===== src/rtl/counter_seq_ctrl_pkg.sv =====
// Shared types and defaults for the counter_seq_ctrl block.
package counter_seq_ctrl_pkg;

  localparam int unsigned DEFAULT_WIDTH = 8;

  typedef enum logic [1:0] {
    IDLE = 2'd0,
    LOAD = 2'd1,
    RUN  = 2'd2,
    DONE = 2'd3
  } state_e;

endpackage


===== src/rtl/up_counter.sv =====
// Loadable free-running up counter; holding a value is done by loading it back.
module up_counter #(
  parameter int unsigned WIDTH = 8
) (
  input  logic             clk,
  input  logic             rst,
  input  logic             load,
  input  logic [WIDTH-1:0] data,
  output logic [WIDTH-1:0] count
);

  logic [WIDTH-1:0] count_q;
  logic [WIDTH-1:0] count_d;

  // Next value: load data or wrap-around increment.
  always_comb begin
    count_d = count_q;
    if (load) begin
      count_d = data;
    end else begin
      count_d = count_q + {{(WIDTH-1){1'b0}}, 1'b1};
    end
  end

  // Counter register.
  always_ff @(posedge clk or negedge rst) begin
    if (!rst) begin
      count_q <= {WIDTH{1'b0}};
    end else begin
      count_q <= count_d;
    end
  end

  assign count = count_q;

endmodule


===== src/rtl/counter_seq_ctrl.sv =====
// Two-requester arbitrated counting sequencer (IDLE/LOAD/RUN/DONE).
// Define ROUND_ROBIN_EN for round-robin arbitration; default is fixed priority.
module counter_seq_ctrl
  import counter_seq_ctrl_pkg::*;
#(
  parameter int unsigned WIDTH = DEFAULT_WIDTH
) (
  input  logic             clk,
  input  logic             rst,
  input  logic [1:0]       req,
  input  logic [WIDTH-1:0] start0,
  input  logic [WIDTH-1:0] start1,
  input  logic [WIDTH-1:0] limit0,
  input  logic [WIDTH-1:0] limit1,
  input  logic             abort,
  output logic [1:0]       gnt,
  output logic             busy,
  output logic [WIDTH-1:0] count,
  output logic             done,
  output logic             done_id
);

  state_e           state_q, state_d;
  logic [1:0]       gnt_q, gnt_d;
  logic             busy_q, busy_d;
  logic             done_q, done_d;
  logic             done_id_q, done_id_d;
  logic [WIDTH-1:0] start_q, start_d;
  logic [WIDTH-1:0] limit_q, limit_d;
  logic             win_valid_s;
  logic             win_idx_s;
  logic             cnt_load_s;
  logic [WIDTH-1:0] cnt_data_s;
`ifdef ROUND_ROBIN_EN
  logic             last_q, last_d;
`endif

  // Arbitration: pick the winning requester among asserted req bits.
  always_comb begin
    win_valid_s = |req;
    win_idx_s   = 1'b0;
`ifdef ROUND_ROBIN_EN
    if (req == 2'b11) begin
      win_idx_s = ~last_q;
    end else if (req[1]) begin
      win_idx_s = 1'b1;
    end else begin
      win_idx_s = 1'b0;
    end
`else
    if (req[0]) begin
      win_idx_s = 1'b0;
    end else if (req[1]) begin
      win_idx_s = 1'b1;
    end else begin
      win_idx_s = 1'b0;
    end
`endif
  end

  // Next-state, grant and counter control; the counter holds by reloading itself.
  always_comb begin
    state_d    = state_q;
    gnt_d      = gnt_q;
    start_d    = start_q;
    limit_d    = limit_q;
    cnt_load_s = 1'b1;
    cnt_data_s = count;
`ifdef ROUND_ROBIN_EN
    last_d     = last_q;
`endif
    case (state_q)
      IDLE: begin
        if (win_valid_s) begin
          state_d = LOAD;
          gnt_d   = win_idx_s ? 2'b10 : 2'b01;
          start_d = win_idx_s ? start1 : start0;
          limit_d = win_idx_s ? limit1 : limit0;
`ifdef ROUND_ROBIN_EN
          last_d  = win_idx_s;
`endif
        end else begin
          state_d = IDLE;
        end
      end
      LOAD: begin
        if (abort) begin
          state_d = IDLE;
          gnt_d   = 2'b00;
        end else begin
          cnt_data_s = start_q;
          state_d    = RUN;
        end
      end
      RUN: begin
        if (abort) begin
          state_d = IDLE;
          gnt_d   = 2'b00;
        end else if (count == limit_q) begin
          state_d = DONE;
        end else begin
          cnt_load_s = 1'b0;
          state_d    = RUN;
        end
      end
      DONE: begin
        state_d = IDLE;
        gnt_d   = 2'b00;
      end
      default: begin
        state_d = IDLE;
        gnt_d   = 2'b00;
      end
    endcase
    busy_d    = (state_d != IDLE);
    done_d    = (state_q == RUN) && (state_d == DONE);
    done_id_d = done_d ? gnt_q[1] : 1'b0;
  end

  // State and registered outputs.
  always_ff @(posedge clk or negedge rst) begin
    if (!rst) begin
      state_q   <= IDLE;
      gnt_q     <= 2'b00;
      busy_q    <= 1'b0;
      done_q    <= 1'b0;
      done_id_q <= 1'b0;
      start_q   <= {WIDTH{1'b0}};
      limit_q   <= {WIDTH{1'b0}};
    end else begin
      state_q   <= state_d;
      gnt_q     <= gnt_d;
      busy_q    <= busy_d;
      done_q    <= done_d;
      done_id_q <= done_id_d;
      start_q   <= start_d;
      limit_q   <= limit_d;
    end
  end

`ifdef ROUND_ROBIN_EN
  // Last-granted requester; starts at 1 so requester 0 wins the first tie.
  always_ff @(posedge clk or negedge rst) begin
    if (!rst) begin
      last_q <= 1'b1;
    end else begin
      last_q <= last_d;
    end
  end
`endif

  up_counter #(.WIDTH(WIDTH)) u_counter (
    .clk   (clk),
    .rst   (rst),
    .load  (cnt_load_s),
    .data  (cnt_data_s),
    .count (count)
  );

  assign gnt     = gnt_q;
  assign busy    = busy_q;
  assign done    = done_q;
  assign done_id = done_id_q;

endmodule


===== config.mk =====
export PLATFORM = sky130hd
export DESIGN_NAME = counter_seq_ctrl
export DESIGN_NICKNAME = d
export VERILOG_FILES = /design/src/rtl/counter_seq_ctrl_pkg.sv /design/src/rtl/up_counter.sv /design/src/rtl/counter_seq_ctrl.sv
export SDC_FILE = /design/constraint.sdc
export NUM_CORES = 1
export LEC_CHECK = 0
export ABC_AREA = 1
export CORE_AREA = 5 5 78 80
export CTS_CLUSTER_DIAMETER = 200
export DETAILED_ROUTE_END_ITERATION = 10
export DIE_AREA = 0 0 83 85
export HOLD_SLACK_MARGIN = 0.15
export SKIP_LAST_GASP = 1
export SYNTH_ARGS = -nofsm -noshare
export SYNTH_HDL_FRONTEND = slang
export SYNTH_SLANG_ARGS = --single-unit

===== constraint.sdc =====
create_clock -name clk -period 3.1 [get_ports clk]
set_input_delay 0.62 -clock clk [delete_from_list [all_inputs] [get_ports clk]]
set_output_delay 0.62 -clock clk [all_outputs]
set_load 0.02 [all_outputs]

==> Word-level counts from Yosys, hierarchy flattened <==
Index checks and enable logic that the tools add are counted.
{ "word_totals": {"regBits": 31} }
{ "classes": {"eq_ne": 9, "mux": 20, "n_addsub": 1, "n_reduce_logical": 8} }
{ "op_table": {"columns": ["operator", "n"], "rows": [
  ["two-way mux 8 bit", 5],
  ["two-way mux 2 bit", 5],
  ["adder 8 x 1 -> 8 bit (second input constant)", 1],
  ["equality test 8 bit", 1],
  ["two-way mux 1 bit", 8],
  ["one-hot mux 2 bit (4 select lines)", 1],
  ["equality test 2 bit (second input constant)", 3],
  ["one-hot mux 2 bit (3 select lines)", 1],
  ["AND reduction 2 bit", 3],
  ["inequality test 2 x 1 -> 1 bit (second input constant)", 2],
  ["inequality test 2 bit (second input constant)", 2],
  ["OR reduction 2 bit", 2],
  ["equality test 2 x 1 -> 1 bit (second input constant)", 1],
  ["zero test 2 bit", 1],
  ["nonzero test 2 bit", 1],
  ["logical AND 1 bit", 1]
]} }

==> Logic depth before layout (Yosys ltp) <==
{ "logic_depth": {"word_depth": 7, "depth_mapped": 11} }

==> By module <==
A second synthesis with hierarchy kept.
{ "unflattened": {"hier_cells": 231, "hier_area_um2": 1894.3} }
{ "by_module_without_submodules": {"columns": ["mod", "n_inst", "seq_area_each_um2", "area_per_inst_um2", "cells_each"], "rows": [
  ["counter_seq_ctrl", 1, 575.6, 1457.6, 172],
  ["up_counter", 1, 200.2, 436.7, 59]
]} }

==> Worst setup path before layout <==
OpenSTA, ideal clock, no wires.
{ "synth_timing": {"kind": "reg-to-reg", "from": "register u_counter.count_q[5], in the netlist u_counter.count[5]", "to": "register u_counter.count_q[6], in the netlist u_counter.count[6]", "required_time_ps": 2983, "path_stages_with_launch": 11, "arrival_time_ps": 1361, "path_buffers": 2, "slack_ps": 1621, "cell_sequence": "dfrtp_1 > buf_6 > xnor2_1 > nand2_1 > nor2_2 > nand2_4 > nand2_4 > buf_12 > nand2_2 > nand2_1 > nand2_1"} }
{ "synth_between": {"elab_chain_len": 6, "word_cells_on_any_way": 9} }
{ "synth_rtl": {"columns": ["item", "line", "source"], "rows": [
  ["from (decl)", "up_counter.sv:12", "logic [WIDTH-1:0] count_q;"],
  ["from (signal assigned)", "up_counter.sv:28", "count_q <= {WIDTH{1'b0}};"],
  ["from (signal assigned)", "up_counter.sv:30", "count_q <= count_d;"],
  ["equality test 8 bit", "counter_seq_ctrl.sv:99", "end else if (count == limit_q) begin"],
  ["two-way mux 1 bit", "counter_seq_ctrl.sv:99", null],
  ["two-way mux 1 bit", "counter_seq_ctrl.sv:96", "if (abort) begin"],
  ["two-way mux 1 bit", "counter_seq_ctrl.sv:72", "case (state_q)"],
  ["inequality test 2 x 1 -> 1 bit (no source line) / inequality test 2 bit (equally long branches)", null, null],
  ["AND reduction 2 bit (no source line)", null, null]
]} }
Several ways; a longest one is shown, not always the timed one.
A chain may end at the register's enable or synchronous reset.

==> Final worst setup path <==
{ "layout_timing": {"from": "register u_counter.count_q[5], in the netlist u_counter.count[5]", "to": "output port count[5]"} }
{ "layout_rtl": {"columns": ["item", "line", "source"], "rows": [
  ["to (decl)", "counter_seq_ctrl.sv:18", "output logic [WIDTH-1:0] count,"]
]} }
No word-level cell between the ends.

==> summary.txt <==
Run status
  • Outcome: finished clean

Die
  • Core area: 0.00534 mm2
  • Rows: 27
  • DIE WIDTH: 83 um
  • Die Height: 85 um
  • Die area: 0.00706 mm2
  • Initial Utilization: 33.4%
  • Io pins: 50

Clock network
  • CTS hold repair buffers: 0
  • H-tree levels: 2
  • TritonCTS Buffers: 5
  • Root Buffer: clkbuf_8
  • Setup bufs post-CTS: 0
  • Worst-case clock buffer depth: 2
  • Clock Latency Late Sink: 280 ps
  • Clock tree from TritonCTS: built
  • Number of gates resized after cts: 0
  • Clock transition at path regs: 60 ps
  • CTS sink cnt: 31

Critical path
  • Critical-path top delay cell: clkdlybuf4s50_1
  • Buf/Inv on CP: 1
  • Top delay family on crit path: buffers and inverters
  • Setup Crit Path Kind: reg2out
  • Arr. time, crit path: 1460 ps
  • CP Capture Type: output port
  • CP max stage delay: 670 ps
  • Worst-path maximum fanout: 7
  • CP cell instances: clkdlybuf4s50_1
  • Critical Path Source Type: flop
  • WP data required: 2480 ps

STA
  • Final hold vios: 0
  • FMAX: 481 MHz
  • Slew headroom: 68.5%
  • Period Utilization, post-route: 67.1%
  • Final WS setup: 1020 ps
  • Final number of setup-violating endpoints: 0
  • Final min period: 2080 ps
  • Unrepaired setup endpoints after global routing: no
  • Final Skew: 6.79 ps
  • Slew @ Worst Pin: 471 ps
  • Post-Route Setup TNS: 0 ps
  • Fin. max-slew vios: 0

Power and ir drop
  • Sequential power share: 37.6%
  • Static Leak: 1.16 nW
  • Net Sw Power: 0.858 mW
  • Tot Pwr: 2.05 mW
  • Sw Ratio: 41.9%
  • Clock network fraction of design power: 14.0%
  • Pwr/cell area: 852 mW/mm2
  • Logic gate share of total power: 48.3%
  • Internal power: 1.19 mW
  • Peak supply drop: 0.398 mV

Logic synthesis
  • Leading post-synthesis cells by cell area: dfrtp_1, nand2_1, inv_1, nor2_1, nand3_1
  • Syn Inst Count: 233
  • Seq cells post-synth: 31
  • Cell variety after synth: 24
  • Synthesized area: 0.00178 mm2
  • Yosys warns: 0
  • Syn Nets: 275
  • Sequential element share of the synthesized area: 43.6%
  • Syn avg cell area: 7.64 um2
  • Post-synth top area share: 43.6%
  • Area leader, netlist: dfrtp_1

Placement
  • Post-DP Area: 0.00233 mm2
  • I/O Buffers: 49
  • Placer congestion estimate: 0.786
  • Post-Place Setup Slack: 924 ps
  • Detail Placement HPWL: 3290 um

Global routing
  • Gr usage total: 13.0%
  • Largest net degree at the start of global routing: 33
  • Met2 Usage GRT: 21.1%
  • Met1 Use GR: 16.3%
  • Busiest grt layer: met2
  • Met3 GRT Util: 3.20%
  • First-pass GRT wire length: 7270 um
  • Grt total ovfl: 0
  • Vias in the first global route: 1499
  • Initial antenna violation count: 0

Final layout
  • Layout cells sized above 1: 7.07%
  • Most frequent cells in the layout: nand2_1, clkdlybuf4s50_1, dfrtp_1, inv_1, nor2_1
  • Fin nets: 326
  • Most common cell after layout, fill and taps aside: nand2_1
  • P&R area growth vs syn: 34.9%
  • Final core utilization: 45.0%
  • Inserted Diodes: 0
  • Final Instance Area: 0.00240 mm2

Route
  • Iter 0 DRT Violations: 60
  • Drt pass-1 iters: 4
  • DR vias: 1612
  • Drt wl/cell: 12.2 um
  • Drt total wl: 4330 um
  • Post-route ant nets: 0
  • Vias per cell: 4.54
  • Drt drc: 0

Hold path
  • Hold crit path type: reg2reg

Flow run
  • MaxCap Viol Count: 0
## synthesized netlist by cell type, drive strengths merged
cell and number:
nand2 84, dfrtp 31, inv 25, nor2 24, nand3 19, a31oi 11
o21ai 8, o22ai 7, xnor2 6, ha 5, buf 4, clkbuf 4
xor2 2, a21boi 1, a21oi 1, or2 1
## per-layer routing
metal | part of all wire [%] | routed length (um)
met1 | 44 | 1920
met5 | 0 | 0
met4 | 1.3 | 57
met3 | 5.0 | 216
met2 | 49 | 2140
## registers in the layout, indices dropped and copies added (netlist names)
signal,count
start_q,8
limit_q,8
done_id,1
gnt,2
state_q,2
done,1
busy,1
u_counter.count,8
## worst paths after layout
kind | startpoint | cells after the start | to | slack (ps)
max in group asynchronous | rst | 2 | limit_q[6] | 2090
max reg2reg | state_q[1] | 8 | u_counter.count[1] | 1500
max | u_counter.count[5] | 1 | count[5] | 1020
min reg2reg | gnt[1] | 2 | done_id | 540
min | gnt[1] | 2 | done_id | 540
min in group asynchronous | rst | 2 | gnt[0] | 730
## metrics by stage
step	hold slack, ps	cells
after floorplan	324	233
after global placement	523	349
after detailed placement	529	349
after CTS	539	355
after global routing	560	355
final	536	355
## power groups by stage
stage / clock [mW] / sequential, mW / combinational [mW]
after floorplan: 0 / 0.808 / 0.637
after global placement: 0 / 0.769 / 0.986
after detailed placement: 0 / 0.776 / 0.999
after CTS: 0.300 / 0.769 / 1.00
after global routing: 0.314 / 0.794 / 1.12
final: 0.287 / 0.769 / 0.989
## layout make-up
cell class | count | area, um2
clock buffer | 6 | 72.6
multi-input combinational | 169 | 857
sequential | 31 | 776
inverter | 25 | 93.8
fill | 567 | 2940
tap | 72 | 90.1
timing repair buffer | 52 | 513
## kinds of logic (layout without fill, tap and decap cells)
family          count (synthesis)  in the layout  share of synthesized area, %
simple gates                  128            128                          31.3
compound gates                 28             28                          9.28
buf+inv                        33             83                          8.43
flops                          31             31                          43.6
xor+xnor                        8              8                          3.94
fa+ha+maj                       5              5                          3.51
Power figures use the tool's default switching activity.
